--- config.mk ---
export PLATFORM = sky130hd
export DESIGN_NAME = mem_unit
export DESIGN_NICKNAME = d
export VERILOG_FILES = /design/src/rtl/mem_unit.sv
export SDC_FILE = /design/constraint.sdc
export NUM_CORES = 1
export LEC_CHECK = 0
export ABC_AREA = 1
export CAP_MARGIN = 5
export CORE_AREA = 2 2 208 210
export DETAILED_ROUTE_END_ITERATION = 8
export DIE_AREA = 0 0 210 212
export PLACE_DENSITY = 0.78
export SYNTH_ARGS = -nofsm -noshare
export SYNTH_HDL_FRONTEND = slang
export SYNTH_SLANG_ARGS = --single-unit
--- constraint.sdc ---
create_clock -name clk -period 6 [get_ports clk]
set_input_delay 1.2 -clock clk [delete_from_list [all_inputs] [get_ports clk]]
set_output_delay 1.2 -clock clk [all_outputs]
set_load 0.005 [all_outputs]
--- src/rtl/mem_unit.sv ---
// Single-port 16-bit word memory with a ready handshake and configurable wait states.
// Optional byte lanes, sign-extended byte reads and misaligned-word err are enabled by `define BYTE_ACCESS_EN.
module mem_unit #(
    parameter int          ADDR_W      = 6,
    parameter int          WAIT_CYCLES = 1,
    parameter logic [15:0] INIT_WORD0  = 16'b0000001011110000
) (
    input  logic              clk,
    input  logic              reset,
    input  logic [ADDR_W-1:0] address,
    input  logic [15:0]       in,
    input  logic              write,
    input  logic              read,
    input  logic              word,
    output logic [15:0]       out,
    output logic              ready,
    output logic              err
);

    localparam int         WORDS    = 2 ** (ADDR_W - 1);
    localparam int         IDX_W    = ADDR_W - 1;
    localparam logic [3:0] WAIT_CNT = 4'(WAIT_CYCLES);

    typedef enum logic [1:0] {
        IDLE,
        WAIT,
        DONE
    } state_t;

    state_t            r_state;
    logic [3:0]        r_count;
    logic [IDX_W-1:0]  r_idx;
    logic [15:0]       r_data;
    logic              r_isWrite;
    logic              r_ready;
    logic [15:0]       r_out;

    // Power-up image only; reset deliberately leaves the array alone.
    logic [15:0] r_mem [0:WORDS-1] = '{0: INIT_WORD0, default: 16'h0000};

    logic        w_req;
    logic        w_misaligned;
    logic [15:0] w_rdWord;
    logic [15:0] w_rdData;
    logic [15:0] w_wrData;

    assign w_req    = !write || !read;
    assign w_rdWord = r_mem[r_idx];

`ifdef BYTE_ACCESS_EN
    logic       r_word;
    logic       r_lane;
    logic       r_err;
    logic [7:0] w_rdByte;

    assign w_misaligned = word && address[0];
    assign w_rdByte     = r_lane ? w_rdWord[15:8] : w_rdWord[7:0];
    assign w_rdData     = r_word ? w_rdWord : {{8{w_rdByte[7]}}, w_rdByte};
    // Byte writes merge into the current word so the untouched lane is preserved.
    assign w_wrData     = r_word ? r_data :
                          (r_lane ? {r_data[7:0], w_rdWord[7:0]} : {w_rdWord[15:8], r_data[7:0]});
    assign err          = r_err;
`else
    logic w_unused;

    assign w_unused     = &{1'b0, word, address[0]};
    assign w_misaligned = 1'b0;
    assign w_rdData     = w_rdWord;
    assign w_wrData     = r_data;
    assign err          = 1'b0;
`endif

    assign out   = r_out;
    assign ready = r_ready;

    // An async reset forces IDLE, so an aborted access can never reach DONE here.
    always_ff @(posedge clk) begin
        if (r_state == DONE && r_isWrite) begin
            r_mem[r_idx] <= w_wrData;
        end
    end

    always_ff @(posedge clk or negedge reset) begin
        if (!reset) begin
            r_state   <= IDLE;
            r_count   <= 4'd0;
            r_idx     <= '0;
            r_data    <= 16'h0000;
            r_isWrite <= 1'b0;
            r_ready   <= 1'b0;
            r_out     <= 16'h0000;
`ifdef BYTE_ACCESS_EN
            r_word    <= 1'b0;
            r_lane    <= 1'b0;
            r_err     <= 1'b0;
`endif
        end else begin
            r_ready <= 1'b0;
`ifdef BYTE_ACCESS_EN
            r_err   <= 1'b0;
`endif
            case (r_state)
                IDLE: begin
                    if (w_req) begin
                        if (w_misaligned) begin
`ifdef BYTE_ACCESS_EN
                            r_err <= 1'b1;
`endif
                        end else begin
                            r_idx     <= address[ADDR_W-1:1];
                            r_data    <= in;
                            r_isWrite <= !write;
`ifdef BYTE_ACCESS_EN
                            r_word    <= word;
                            r_lane    <= address[0];
`endif
                            r_count   <= WAIT_CNT;
                            r_state   <= (WAIT_CNT == 4'd0) ? DONE : WAIT;
                        end
                    end
                end
                WAIT: begin
                    r_count <= r_count - 4'd1;
                    if (r_count <= 4'd1) begin
                        r_state <= DONE;
                    end
                end
                DONE: begin
                    r_ready <= 1'b1;
                    if (!r_isWrite) begin
                        r_out <= w_rdData;
                    end
                    r_state <= IDLE;
                end
                default: begin
                    r_state <= IDLE;
                end
            endcase
        end
    end

endmodule

==> run summary <==
status: finished clean
WL per Instance: 19.4 um
pwr/cell area: 477 nW/um^2
Crit-path slowest cell: dfrtp_4
Final Hold Fails: 0
synthesized area per cell: 10.6 um^2
Residual DRC: 0
most frequent cells in the layout: nand2_1 (1219), edfxtp_1 (512), nand3_1 (95)
CTS tree: done
WS Path Type: flip-flop to flip-flop
H-tree lvl count: 2
PnR worst setup slack: 2060 ps
Gate Count Post-Synth: 2168
global-route wire length before repair: 82200 um
Max clock buf depth: 3
max-slew violations: 0
TritonCTS Sinks: 557
pre-CTS setup slack: 2260 ps
share of layout cells above drive strength 1: 7.03%
post-CTS setup buffer count: 0
CP Launch Type: flip-flop
Post-CTS Resized: 0
Die Wd: 210 um
Vias/cell: 5.50
Post-synth EDFFs: 512
Clock Latency Late Sink: 590 ps
period utilization: 65.6%
Layout area overhead: 11.6%
Mapped Area: 23100 um^2
Congestion Overflow GR: 0
initial drt markers: 1866
r2r setup slk: 2060 ps
Post-CTS Hold Fix Bufs: 0
Final #Nets: 2238
leading cell type in the layout, fill and taps excluded: nand2_1
Crit path top cell by count: buf_4
worst-path maximum fanout: 80
clk slew on worst S/H paths: 60 ps
Required @ worst endpoint: 6270 ps
die area: 44500 um^2
final number of setup-violating endpoints: 0
predominant post-synthesis flop cell: edfxtp_1
Site Rows: 76
clk_skew: 24.9 ps
CP Buf/Inv Count: 3
Die Span Y: 212 um
vias in the first global route: 14600
Core Region: 42500 um^2
crit path DAT: 4210 ps
CTS Root Cell: clkbuf_16
Pleak: 0.0106 uW
CTS Buf Count: 52
initial antenna violation count: 0
CP peak stage delay: 880 ps
worst slew pin tran: 1350 ps
RSZ-0062 raised after global routing: no
Achievable Freq: 254 MHz
Final ANT Viol Nets: 0
DRT Wirelength: 54200 um
Synth Register Bits: 557
Synth warnings: 0
FFs w/ async S/R, synth: 8.08%
Detail Placement HPWL: 29400 um
largest net degree at the start of global routing: 145
Distinct cells, synth: 29
gr usage total: 24.5%
part of the Yosys area used for sequential elements: 71.5%
IO buf count: 41
Worst path top cell family by delay: buffers and inverters
Max-Cap Viols: 0
CP Capture Type: flip-flop
Top Ports: 45
CP Cell Sequence: inv_4 > buf_4 > nor2_2 > nand2_1 > nor2_1 > buf_4
n_diodes: 0
Max-slew headroom: 9.77%
Worst VDD drop: 0.670 mV
drt first pass iters: 5
via count: 15400
Synth Net Count: 2197
Final min period: 3940 ps
gpl congestion: 0.839
setup TNS: 0 ps
initial core utilization: 54.3%
Hold Path Class: flip-flop to flip-flop
## sequential cells by signal (all words and copies together), names as in the netlist
signal / flops
ready: 1
r_isWrite: 1
r_idx: 5
r_mem: 512
r_count: 4
out: 16
r_data: 16
r_state: 2
## metrics by stage
stage          std cells  area [um^2]  utilization (%)  hold slack, ps  power, uW
2_1_floorplan       2168        23100                -             453       7680
3_3_place_gp        2700        24000             56.5             467       8810
3_5_place_dp        2700        24000             56.5             479       8950
4_1_cts             2794        25700             60.6             490      12300
5_1_grt             2795        25800             60.6             522      12900
6_report            2795        25800             60.6             488      12300
## final cells by class
class                      instances  area, um^2
fill                            3124       16700
sequential                       557       16500
multi-input combinational       1441        5800
clock buffer                      75        1440
timing repair buffer              90         806
tap                              546         683
clock inverter                    19         273
inverter                          67         259
## layer usage
layer	vias to the layer above	GRT usage, %	wire length [um]
li1	7157	-	-
met1	7325	33.4	20900
met2	788	39.1	25800
met3	114	3.26	4870
met4	0	12.6	2550
met5	-	0	0
## power by group
| group | internal [uW] | switching (uW) |
|---|---|---|
| combinational | 981 | 2440 |
| clock | 1960 | 1360 |
| sequential | 4950 | 577 |
| total | 7900 | 4380 |
## synth_stat cells (7+ instances only)
cell type,instances,share of area (%)
buf_2,58,1.3
clkbuf_1,20,0.33
buf_4,14,0.46
o21ai_1,9,0.20
buf_1,7,0.11
inv_1,62,1.0
nand3_1,95,2.1
edfxtp_1,512,67
nor2_1,72,1.2
nand2_1,1219,20
mux2_2,16,0.78
dfrtp_1,45,4.9
## worst paths after layout
path	cells past startpoint	from	to
max in group asynchronous	2	reset	r_idx[0]$_DFFE_PN0P_
setup reg to reg	6	r_idx[1]$_DFFE_PN0P_	r_mem[30][10]$_DFFE_PP_
hold / removal	1	r_state[0]$_DFFE_PN0P_	ready$_DFF_PN0_
min in group asynchronous	2	reset	out[1]$_DFFE_PN0P_
setup / recovery	6	r_idx[1]$_DFFE_PN0P_	r_mem[30][10]$_DFFE_PP_
hold reg to reg	1	r_state[0]$_DFFE_PN0P_	ready$_DFF_PN0_
## kinds of logic (layout without fill, tap and decap cells)
family / count (synthesis) / in the layout / share of synthesized area [%]
adders and majority gates: 2 / 2 / 0.108
and+or+nand+nor: 1399 / 1399 / 23.6
DFF: 557 / 557 / 71.5
AOI/OAI and AO/OA: 21 / 21 / 0.499
xor gates and xnor gates: 2 / 2 / 0.0759
buffers and inverters: 170 / 251 / 3.45
muxes: 16 / 16 / 0.780
other: 1 / 1 / 0.0162
No activity file was read; power rests on OpenSTA's default activity.
